==> src/rtl/alu_mul_sequencer_if.sv <==
// Handshake bundle between the multiply sequencer, its requester and the
// shared ALU. The sequencer uses the slave side; the owner of the operands,
// the ALU mux and the grant arbiter sits on the master side.
interface alu_mul_sequencer_if #(
    parameter int WIDTH  = 64,
    parameter int CTRL_W = 4
);
    // Requester side
    logic              start;
    logic [WIDTH-1:0]  multiplicand;
    logic [WIDTH-1:0]  multiplier;
    logic              busy;
    logic              done;
    logic [WIDTH-1:0]  product;
    logic              zero_flag;

    // Shared ALU side
    logic              alu_req;
    logic              alu_gnt;
    logic [WIDTH-1:0]  alu_data1;
    logic [WIDTH-1:0]  alu_data2;
    logic [CTRL_W-1:0] alu_control;
    logic [WIDTH-1:0]  alu_result;

    modport master (
        output start, multiplicand, multiplier, alu_gnt, alu_result,
        input  busy, done, product, zero_flag,
               alu_req, alu_data1, alu_data2, alu_control
    );

    modport slave (
        input  start, multiplicand, multiplier, alu_gnt, alu_result,
        output busy, done, product, zero_flag,
               alu_req, alu_data1, alu_data2, alu_control
    );
endinterface

==> src/rtl/alu_mul_sequencer.sv <==
// Unsigned shift-and-add multiplier that borrows the shared 64-bit ALU.
// Each granted RUN cycle issues one ADD of (acc + (mplier[0] ? mcand : 0)),
// then shifts mcand left and mplier right. RUN ends after the cycle in which
// the remaining multiplier becomes zero, so RUN length follows the multiplier's
// highest set bit. Only the low WIDTH bits of the product are kept.
module alu_mul_sequencer #(
    parameter int                WIDTH    = 64,
    parameter int                CTRL_W   = 4,
    parameter logic [CTRL_W-1:0] ALU_ADD  = 4'b0010,
    parameter logic [CTRL_W-1:0] ALU_IDLE = 4'b0000
) (
    input  logic             i_clk,
    input  logic             i_rst_n,
    alu_mul_sequencer_if.slave bus
);

    typedef enum logic [1:0] {
        S_IDLE = 2'd0,
        S_RUN  = 2'd1,
        S_DONE = 2'd2
    } state_t;

    state_t           r_state;
    state_t           w_state_next;

    logic [WIDTH-1:0] r_acc;
    logic [WIDTH-1:0] r_mcand;
    logic [WIDTH-1:0] r_mplier;
    logic [WIDTH-1:0] r_product;
    logic             r_zero_flag;

    logic             w_in_run;
    logic             w_can_start;
    logic             w_accept;
    logic             w_step;
    logic             w_last_step;
    logic             w_mplier_zero;

    assign w_in_run      = (r_state == S_RUN);
    assign w_can_start   = (r_state == S_IDLE) || (r_state == S_DONE);
    assign w_accept      = w_can_start && bus.start;
    assign w_mplier_zero = (bus.multiplier == '0);
    assign w_step        = w_in_run && bus.alu_gnt;
    // The bit about to be consumed is the last one when nothing remains above it.
    assign w_last_step   = (r_mplier[WIDTH-1:1] == '0);

    // State register; reset aborts any multiply in flight.
    always_ff @(posedge i_clk or negedge i_rst_n) begin
        if (!i_rst_n) begin
            r_state <= S_IDLE;
        end else begin
            r_state <= w_state_next;
        end
    end

    // Next-state decode; a zero multiplier skips RUN and never touches the ALU.
    always_comb begin
        w_state_next = r_state;
        unique case (r_state)
            S_IDLE, S_DONE: begin
                if (bus.start) begin
                    w_state_next = w_mplier_zero ? S_DONE : S_RUN;
                end else begin
                    w_state_next = S_IDLE;
                end
            end
            S_RUN: begin
                if (bus.alu_gnt && w_last_step) begin
                    w_state_next = S_DONE;
                end
            end
            default: w_state_next = S_IDLE;
        endcase
    end

    // Datapath: capture operands on accepted start, step on each granted RUN cycle.
    always_ff @(posedge i_clk or negedge i_rst_n) begin
        if (!i_rst_n) begin
            r_acc       <= '0;
            r_mcand     <= '0;
            r_mplier    <= '0;
            r_product   <= '0;
            r_zero_flag <= 1'b0;
        end else if (w_accept) begin
            r_acc    <= '0;
            r_mcand  <= bus.multiplicand;
            r_mplier <= bus.multiplier;
            if (w_mplier_zero) begin
                r_product   <= '0;
                r_zero_flag <= 1'b1;
            end
        end else if (w_step) begin
            r_acc    <= bus.alu_result;
            // MSB of mcand falls off: product bits above WIDTH are discarded.
            r_mcand  <= {r_mcand[WIDTH-2:0], 1'b0};
            r_mplier <= {1'b0, r_mplier[WIDTH-1:1]};
            if (w_last_step) begin
                r_product   <= bus.alu_result;
                r_zero_flag <= (bus.alu_result == '0);
            end
        end
    end

    // Outputs are decoded from state and registers only, so start and gnt
    // never reach an output combinationally; during a stall they hold steady.
    assign bus.busy        = w_in_run;
    assign bus.done        = (r_state == S_DONE);
    assign bus.alu_req     = w_in_run;
    assign bus.product     = r_product;
    assign bus.zero_flag   = r_zero_flag;
    assign bus.alu_data1   = w_in_run ? r_acc : '0;
    assign bus.alu_data2   = (w_in_run && r_mplier[0]) ? r_mcand : '0;
    assign bus.alu_control = w_in_run ? ALU_ADD : ALU_IDLE;

endmodule

==> src/flat_wrapper.sv <==
// flat-port wrapper written by rule: the top's interface ports become plain ports
module alu_mul_sequencer_flat 
#(
    parameter int                WIDTH    = 64,
    parameter int                CTRL_W   = 4,
    parameter logic [CTRL_W-1:0] ALU_ADD  = 4'b0010,
    parameter logic [CTRL_W-1:0] ALU_IDLE = 4'b0000
)
  (i_clk, i_rst_n, bus_start, bus_multiplicand, bus_multiplier, bus_alu_gnt, bus_alu_result, bus_busy, bus_done, bus_product, bus_zero_flag, bus_alu_req, bus_alu_data1, bus_alu_data2, bus_alu_control);
  alu_mul_sequencer_if #(.WIDTH(WIDTH), .CTRL_W(CTRL_W)) bus_i ();
  input  logic i_clk;
  input  logic i_rst_n;
  input wire logic [$bits(bus_i.start)-1:0] bus_start;
  input wire logic [$bits(bus_i.multiplicand)-1:0] bus_multiplicand;
  input wire logic [$bits(bus_i.multiplier)-1:0] bus_multiplier;
  input wire logic [$bits(bus_i.alu_gnt)-1:0] bus_alu_gnt;
  input wire logic [$bits(bus_i.alu_result)-1:0] bus_alu_result;
  output wire logic [$bits(bus_i.busy)-1:0] bus_busy;
  output wire logic [$bits(bus_i.done)-1:0] bus_done;
  output wire logic [$bits(bus_i.product)-1:0] bus_product;
  output wire logic [$bits(bus_i.zero_flag)-1:0] bus_zero_flag;
  output wire logic [$bits(bus_i.alu_req)-1:0] bus_alu_req;
  output wire logic [$bits(bus_i.alu_data1)-1:0] bus_alu_data1;
  output wire logic [$bits(bus_i.alu_data2)-1:0] bus_alu_data2;
  output wire logic [$bits(bus_i.alu_control)-1:0] bus_alu_control;
  assign bus_i.start = bus_start;
  assign bus_i.multiplicand = bus_multiplicand;
  assign bus_i.multiplier = bus_multiplier;
  assign bus_i.alu_gnt = bus_alu_gnt;
  assign bus_i.alu_result = bus_alu_result;
  assign bus_busy = bus_i.busy;
  assign bus_done = bus_i.done;
  assign bus_product = bus_i.product;
  assign bus_zero_flag = bus_i.zero_flag;
  assign bus_alu_req = bus_i.alu_req;
  assign bus_alu_data1 = bus_i.alu_data1;
  assign bus_alu_data2 = bus_i.alu_data2;
  assign bus_alu_control = bus_i.alu_control;
  alu_mul_sequencer #(.WIDTH(WIDTH), .CTRL_W(CTRL_W), .ALU_ADD(ALU_ADD), .ALU_IDLE(ALU_IDLE)) u_core (.i_clk(i_clk), .i_rst_n(i_rst_n), .bus(bus_i));
endmodule
==> config.mk <==
export PLATFORM = sky130hd
export DESIGN_NAME = alu_mul_sequencer_flat
export DESIGN_NICKNAME = d
export VERILOG_FILES = /design/src/rtl/alu_mul_sequencer_if.sv /design/src/rtl/alu_mul_sequencer.sv /design/src/flat_wrapper.sv
export SDC_FILE = /design/constraint.sdc
export NUM_CORES = 1
export LEC_CHECK = 0
export CAP_MARGIN = 20
export CORE_ASPECT_RATIO = 1.4
export CORE_MARGIN = 10
export CORE_UTILIZATION = 30
export DETAILED_ROUTE_END_ITERATION = 16
export PLACE_DENSITY_LB_ADDON = 0.1
export SLEW_MARGIN = 20
export SYNTH_ARGS = -nofsm -noshare
export SYNTH_HDL_FRONTEND = slang
export SYNTH_SLANG_ARGS = --single-unit
==> constraint.sdc <==
create_clock -name i_clk -period 2 [get_ports i_clk]
set_input_delay 0.4 -clock i_clk [delete_from_list [all_inputs] [get_ports i_clk]]
set_output_delay 0.4 -clock i_clk [all_outputs]
set_load 0.05 [all_outputs]
After elaboration in Yosys (flattened, before gate mapping)
Cells that the tools add are included.

Flip-flop bits (word level): 259. Input bits: 196. Output and inout port bits: 200. Word-level logic and storage cells: 44.

Equality and inequality tests: 4. Mux-type cells: 21. Reductions and logical operators: 13.

Operators with widths (number): $mux 64 (12); $logic_not 64->1 (2); $logic_not 63->1 (1); $mux 2 (4); $logic_and 1x1->1 (4); $mux 1 (4); $ne 2x2->1 const B (2); $pmux 2 s2 (1); $reduce_bool 2->1 (2); $reduce_and 3->1 (1); $eq 2x1->1 const B (1); $eq 2x2->1 const B (1); $logic_not 2->1 (1); $reduce_or 2->1 (1); $logic_or 1x1->1 (1).

Longest topological paths before layout
Gate-level depths: netlist of run 1.

Depth after elaboration: 5. Gate-level depth with buffers: 8. Depth with buffers taken out: 5.

Least setup slack after synthesis of run 1
Ideal clock, no wire load.

Path type: reg2out. Start point: reg u_core.r_state[0]. End point: out bus_alu_data1[54]. Arrival: 1.786 ns. Required time: 1.600 ns. Setup slack: -0.186 ns. Cell stages (with the launch flop): 4. Path buffers: 1. Cells stage by stage: dfrtp_1 nor2b_1 clkbuf_1 and2_1.

Word-level cells in the longest chain between the ends: 2.

Ends and longest elaborated chain: start: declaration (line alu_mul_sequencer.sv:23) `state_t r_state;`; start signal: assignment (line alu_mul_sequencer.sv:52) `r_state <= w_state_next;`; $eq 2x1->1 (line alu_mul_sequencer.sv:39) `assign w_in_run = (r_state == S_RUN);`; named net bus_alu_req (line flat_wrapper.sv:22) `output wire logic [$bits(bus_i.alu_req)-1:0] bus_alu_req;`; $mux 64 (line alu_mul_sequencer.sv:111) `assign bus.alu_data1 = w_in_run ? r_acc : '0;`; end: declaration (line flat_wrapper.sv:23) `output wire logic [$bits(bus_i.alu_data1)-1:0] bus_alu_data1;`.

The timed path passes the listed nets, and every way through them passes these cells.

Worst setup path after layout of run 1
Start point: reg u_core.r_state[1]. End point: out bus_alu_data2[32].

Word-level cells in the longest chain between the ends: 3.

Ends and longest elaborated chain: $eq 2x1->1 (line alu_mul_sequencer.sv:39); $logic_and 1x1->1 (line alu_mul_sequencer.sv:112) `assign bus.alu_data2 = (w_in_run && r_mplier[0]) ? r_mcand : '0;`; $mux 64 (line alu_mul_sequencer.sv:112); end: declaration (line flat_wrapper.sv:24) `output wire logic [$bits(bus_i.alu_data2)-1:0] bus_alu_data2;`.

No other way between the ends.

==> out/metrics.csv, run 1 <==
metric;value;unit
finalCritPeriodShare;111;%
via_count;11500;
nFillCells;3483;
syn_area;0.0117;mm^2
peakVddDrop;651;uV
path_cells;nor2b_4 -> buf_12 -> buf_12 -> and3_1 -> buf_12;
timing.rr.start;u_core.r_mplier[5];
cp-start-kind;flip-flop;
setup_viol;196;
syn_inst;1246;
synthArstFlopShare;100;%
cts.sink_count;259;
avgViaCountPerCell;4.93;
firstDrtPassIters;5;
numCtsBuffers;29;
layout_commonest_cell;nand2_1;
die_h;253;um
synth.ff_latch_count;259;
grt_overflow;0;
period_minus_slack;2.22;ns
arrival;1.82;ns
outcome;finished, violations left;
reg2reg_to;u_core.bus.product[48];
rsz0062_at_grt;true;
cts-htree-levels;1;
place_congestion;0.811;
ys_types;26;
design_area;0.0206;mm^2
yosysWarnings;0;
cpPeakStageDelay;0.40;ns
power.leakage;0.00999;uW
grt_pass1_vias;12300;
tightest_slew;0.556;ns
areaGrowthSynthToFinish;76.7;%
start_util;30.4;%
mostFrequentLayoutCells;nand2_1 (383), dfrtp_1 (259), buf_4 (211);
dpl_cell_area;0.0189;mm^2
p_per_area;1020;mW/mm^2
cp-end-kind;output pin;
timing.slew.headroom;62.9;%
ys_seq_area_share;55.6;%
post_drt_wl_per_cell;20.9;um
max-cap-violations;0;
cts_tree;yes;
regToRegSetupSlack;-0.16;ns
io_pins;396;
cts_root_buf;clkbuf_16;
totalPowerFinal;21100;uW
wl;48.6;mm
skew;0.0121;ns
cp_slowest_cell;dfrtp_1;
crit_fanout;23;
dp.final_hpwl;34.0;mm
path_class;reg2out;
grt_max_degree;67;
antenna_found_initial;1;
hold_path.class;in2async;
violations;negative setup slack;
die_w;187;um
antenna_left;0;
synth_edf_count;0;
worst_slack;-0.219;ns
holdWs;0.335;ns
avgSynthCellArea;9.35;um^2
nNetsFinal;1977;
portBuffers;392;
drive_above_1_share;30.5;%
finalSetupTns;-29.49;ns
reg2reg_depth;8;
placementRows;85;
fin_util;53.6;%
grt_use_total;19.6;%
drcViolationCount;0;
path_common_cell;buf_12;
clk_latency;0.54;ns
clock.fmax;451;MHz
required;1.60;ns
dieArea;0.0472;mm^2
cts_buffer_depth;3;
hold_viol;0;
drt_iter0_markers;669;
clkTransAtPathRegs;0.06;ns
core_area;0.0384;mm^2
grt_pass1_wl;73.8;mm
ys.flop_type;dfrtp_1;
drv_slew;0;
worst max path at each step:
stage / startpoint / endpoint / slack [ns] / cells past startpoint
after floorplan: u_core.r_state[0] / bus_alu_data2[19] / 0.003 / 4
after global placement: bus_multiplier[12] / u_core.bus.product[47] / -0.73 / 8
after detailed placement: bus_multiplier[45] / u_core.bus.product[32] / -0.69 / 8
after CTS: u_core.r_state[1] / bus_alu_data1[37] / -0.25 / 5
after global routing: u_core.r_state[1] / bus_alu_data2[36] / -0.30 / 5
final: u_core.r_state[1] / bus_alu_data2[32] / -0.22 / 5
per-layer routing:
metal  wire [um]  GRT usage (%)  vias up
met5           0              0        -
met1       19200           22.8     5661
met2       24600           34.0      337
li1            -              -     5415
met4        1460           6.83        0
met3        3370           5.56       67
worst max-delay path, delay by kind of cell, from the launching register on:
family | cells | cell delay [ns]
DFF | 1 | 0.40
buffers and inverters | 3 | 0.49
and+or+nand+nor | 2 | 0.39
stage by stage:
step,instances,worst slack (ns)
floorplan,1248,0.00331
global placement,2257,-0.728
detailed placement,2257,-0.688
CTS,2318,-0.255
global route,2325,-0.301
finish,2327,-0.219
where the power goes:
| part | switching (uW) | internal [uW] | leakage, uW | total (uW) |
|---|---|---|---|---|
| Sequential | 774 | 6300 | 0.00334 | 7070 |
| Combinational | 4310 | 4330 | 0.00617 | 8640 |
| Clock | 2190 | 3200 | 0.000480 | 5390 |
| Total | 7280 | 13800 | 0.00999 | 21100 |
layout make-up:
cell class,instances,area (um^2),share of cell area [%]
sequential,259,6480,31.5
tap,522,653,3.17
clock buffer,42,855,4.15
multi-input combinational,879,5130,24.9
clock inverter,10,100,0.486
antenna,3,7.51,0.0365
timing repair buffer,610,7360,35.7
inverter,2,7.51,0.0365
cells by family (layout without fill, tap and decap cells):
| kind of cell | Yosys count | count (layout) | synth area share (%) |
|---|---|---|---|
| simple gates | 617 | 617 | 24.2 |
| compound gates | 259 | 259 | 15.6 |
| other cells | 1 | 6 | 0.0322 |
| flops | 259 | 259 | 55.6 |
| buf+inv | 110 | 664 | 4.55 |
flip-flops by register name, summed over array words and instances (netlist names):
register	count
u_core.bus.product	64
u_core.bus.zero_flag	1
u_core.r_acc	64
u_core.r_mcand	64
u_core.r_mplier	64
u_core.r_state	2
Yosys cell counts, types with 2 or more instances:
cell,number,share of area (%)
a21oi_1,64,2.7
a22o_1,64,4.8
a22oi_1,93,6.0
a31oi_1,33,1.8
and2_1,66,3.5
and3_1,64,3.4
buf_2,16,0.69
buf_4,6,0.39
buf_6,10,0.97
clkbuf_1,76,2.4
dfrtp_1,259,56
inv_1,2,0.064
nand2_1,384,12
nand4_1,12,0.64
nor2_1,35,1.1
nor2b_1,3,0.16
nor3_1,2,0.086
nor4_1,48,2.6
o21ai_0,2,0.086
timing repair:
item,4_1_cts,5_1_grt
endpoints found under the setup margin,229,222
endpoints found under the hold margin,30,0
gates cloned,4,3
hold buffers,1,0
buffers inserted,4,3
pin swaps,14,6
resized for setup,101,51
No activity file was read; power rests on OpenSTA's default activity.
==> inputs of run 2 (changes only) <==
--- a/config.mk
+++ b/config.mk
@@ -11,7 +11,7 @@
 export CORE_UTILIZATION = 30
 export DETAILED_ROUTE_END_ITERATION = 16
 export PLACE_DENSITY_LB_ADDON = 0.1
-export SLEW_MARGIN = 20
+export SLEW_MARGIN = 10
 export SYNTH_ARGS = -nofsm -noshare
 export SYNTH_HDL_FRONTEND = slang
 export SYNTH_SLANG_ARGS = --single-unit
==> results of run 2 <==
The final DEF is identical to that of run 1; final timing and power are the same.
==> inputs of run 3 (changes only) <==
--- a/config.mk
+++ b/config.mk
@@ -6,7 +6,6 @@
 export NUM_CORES = 1
 export LEC_CHECK = 0
 export CAP_MARGIN = 20
-export CORE_ASPECT_RATIO = 1.4
 export CORE_MARGIN = 10
 export CORE_UTILIZATION = 30
 export DETAILED_ROUTE_END_ITERATION = 16
==> out/metrics.csv, run 3 (synthesis gave the netlist of run 1 again) <==
metric;value;unit
outcome;finished, violations left;
violations;negative setup slack;
grt_use_total;20.2;%
drv_slew;0;
hold_path.class;in2async;
dieArea;0.0471;mm^2
antenna_left;0;
use_met1;25.5;%
grtUsageMet3;6.71;%
p_sw;7480;uW
post_drt_wl_per_cell;22.0;um
tightest_slew;0.571;ns
met2_usage;32.7;%
power.share.combinational;39.2;%
clk_latency;0.56;ns
mostFrequentLayoutCells;nand2_1 (383), dfrtp_1 (259), buf_4 (213);
numCtsBuffers;31;
p_sw_share;34.3;%
max-cap-violations;0;
setup_viol;196;
layout_commonest_cell;nand2_1;
finalCritPeriodShare;114;%
drcViolationCount;0;
holdWs;0.371;ns
timing.rr.start;u_core.r_mplier[42];
core_area;0.0386;mm^2
path_class;reg2out;
worst_slack;-0.270;ns
via_count;11700;
cts_root_buf;clkbuf_16;
die_h;217;um
portBuffers;392;
period_minus_slack;2.27;ns
clock.fmax;440;MHz
finalSetupTns;-43.38;ns
areaGrowthSynthToFinish;81.9;%
cts_buffer_depth;3;
clkTransAtPathRegs;0.06;ns
grt_max_degree;70;
power.leakage;0.0104;uW
io_pins;396;
busiest_layer;met2;
reg2reg_depth;8;
fin_util;55.0;%
antenna_found_initial;7;
skew;0.0162;ns
reg2reg_to;u_core.bus.product[37];
cts-htree-levels;1;
cp-start-kind;flip-flop;
placementRows;72;
cts_tree;yes;
start_util;30.2;%
firstDrtPassIters;5;
required;1.60;ns
avgViaCountPerCell;4.99;
die_w;217;um
peakVddDrop;752;uV
p_seq_share;32.6;%
grt_pass1_wl;75.2;mm
crit_fanout;9;
hold_viol;0;
p_per_area;1030;mW/mm^2
internal-power;14300;uW
grt_pass1_vias;12100;
timing.slew.headroom;61.8;%
dp.final_hpwl;34.2;mm
nNetsFinal;2000;
grt_overflow;0;
place_congestion;0.850;
cts.sink_count;259;
wl;51.8;mm
rsz0062_at_grt;true;
cp-end-kind;output pin;
drt_iter0_markers;979;
regToRegSetupSlack;-0.22;ns
drive_above_1_share;32.1;%
arrival;1.87;ns
clkPwrFrac;28.1;%
==> run 3: cell types whose count changed in the layout (fill, tap and decap cells not counted), moves of 10 or more <==
cell	change
and2_1	-13
and2_4	+13
and3_1	+22
and3_4	-21
clkbuf_16	+14
nor4_1	-10
==> run 3: worst max path at each step <==
stage	startpoint	end	slack, ns	cells past startpoint
after global placement	bus_multiplier[45]	u_core.bus.product[53]	-1.02	8
after floorplan	u_core.r_state[0]	bus_alu_data2[19]	0.003	4
after CTS	u_core.r_mplier[56]	u_core.bus.product[11]	-0.34	10
final	u_core.r_state[1]	bus_alu_data1[25]	-0.27	6
after global routing	u_core.r_state[1]	bus_alu_data1[25]	-0.35	6
after detailed placement	bus_multiplier[45]	u_core.bus.product[49]	-1.06	8
==> run 3: per-layer routing <==
layer / wire length, um / up-vias
li1: - / 5453
met1: 21500 / 5812
met2: 24900 / 389
met3: 4310 / 59
met4: 988 / 10
met5: 76 / -
==> run 3: repair_timing <==
action / CTS / global route
cloned: 8 / 20
gates resized for setup: 72 / 107
endpoints found under the setup margin: 226 / 226
endpoints found under the hold margin: 41 / 0
pin swaps: 35 / 27
hold buffers: 1 / 0
buffers inserted: 12 / 6
==> run 3: worst max-delay path, cell delays in order, from the launching register on <==
cell,delay (ns)
dfrtp_1,0.40
nor2b_4,0.18
buf_12,0.13
buf_12,0.13
buf_16,0.14
and2_4,0.17
buf_12,0.14
==> run 3: layout make-up <==
cell class,instances,area [um^2]
Timing Repair Buffer,631,7800
Inverter,2,7.51
Clock inverter,20,268
Sequential cell,259,6480
Multi-Input combinational cell,879,5130
Clock buffer,37,848
Antenna cell,2,5.00
Fill cell,3436,17400
Tap cell,518,648
==> run 3: power by group through the flow <==
stage	clock network, uW	registers (uW)	logic [uW]
after global placement	0	7060	7960
after floorplan	0	6900	3780
after detailed placement	0	7100	8010
after global routing	6490	7240	9050
final	6130	7110	8550
after CTS	6270	7040	8280
==> run 3: stage by stage <==
| stage | power (uW) | cells | cell area [um^2] | worst slack [ns] |
|---|---|---|---|---|
| 2_1_floorplan | 10700 | 1248 | 11700 | 0.00331 |
| 3_3_place_gp | 15000 | 2245 | 18700 | -1.02 |
| 3_5_place_dp | 15100 | 2245 | 18700 | -1.06 |
| 4_1_cts | 21600 | 2323 | 20400 | -0.343 |
| 5_1_grt | 22800 | 2347 | 21200 | -0.350 |
| 6_report | 21800 | 2348 | 21200 | -0.270 |
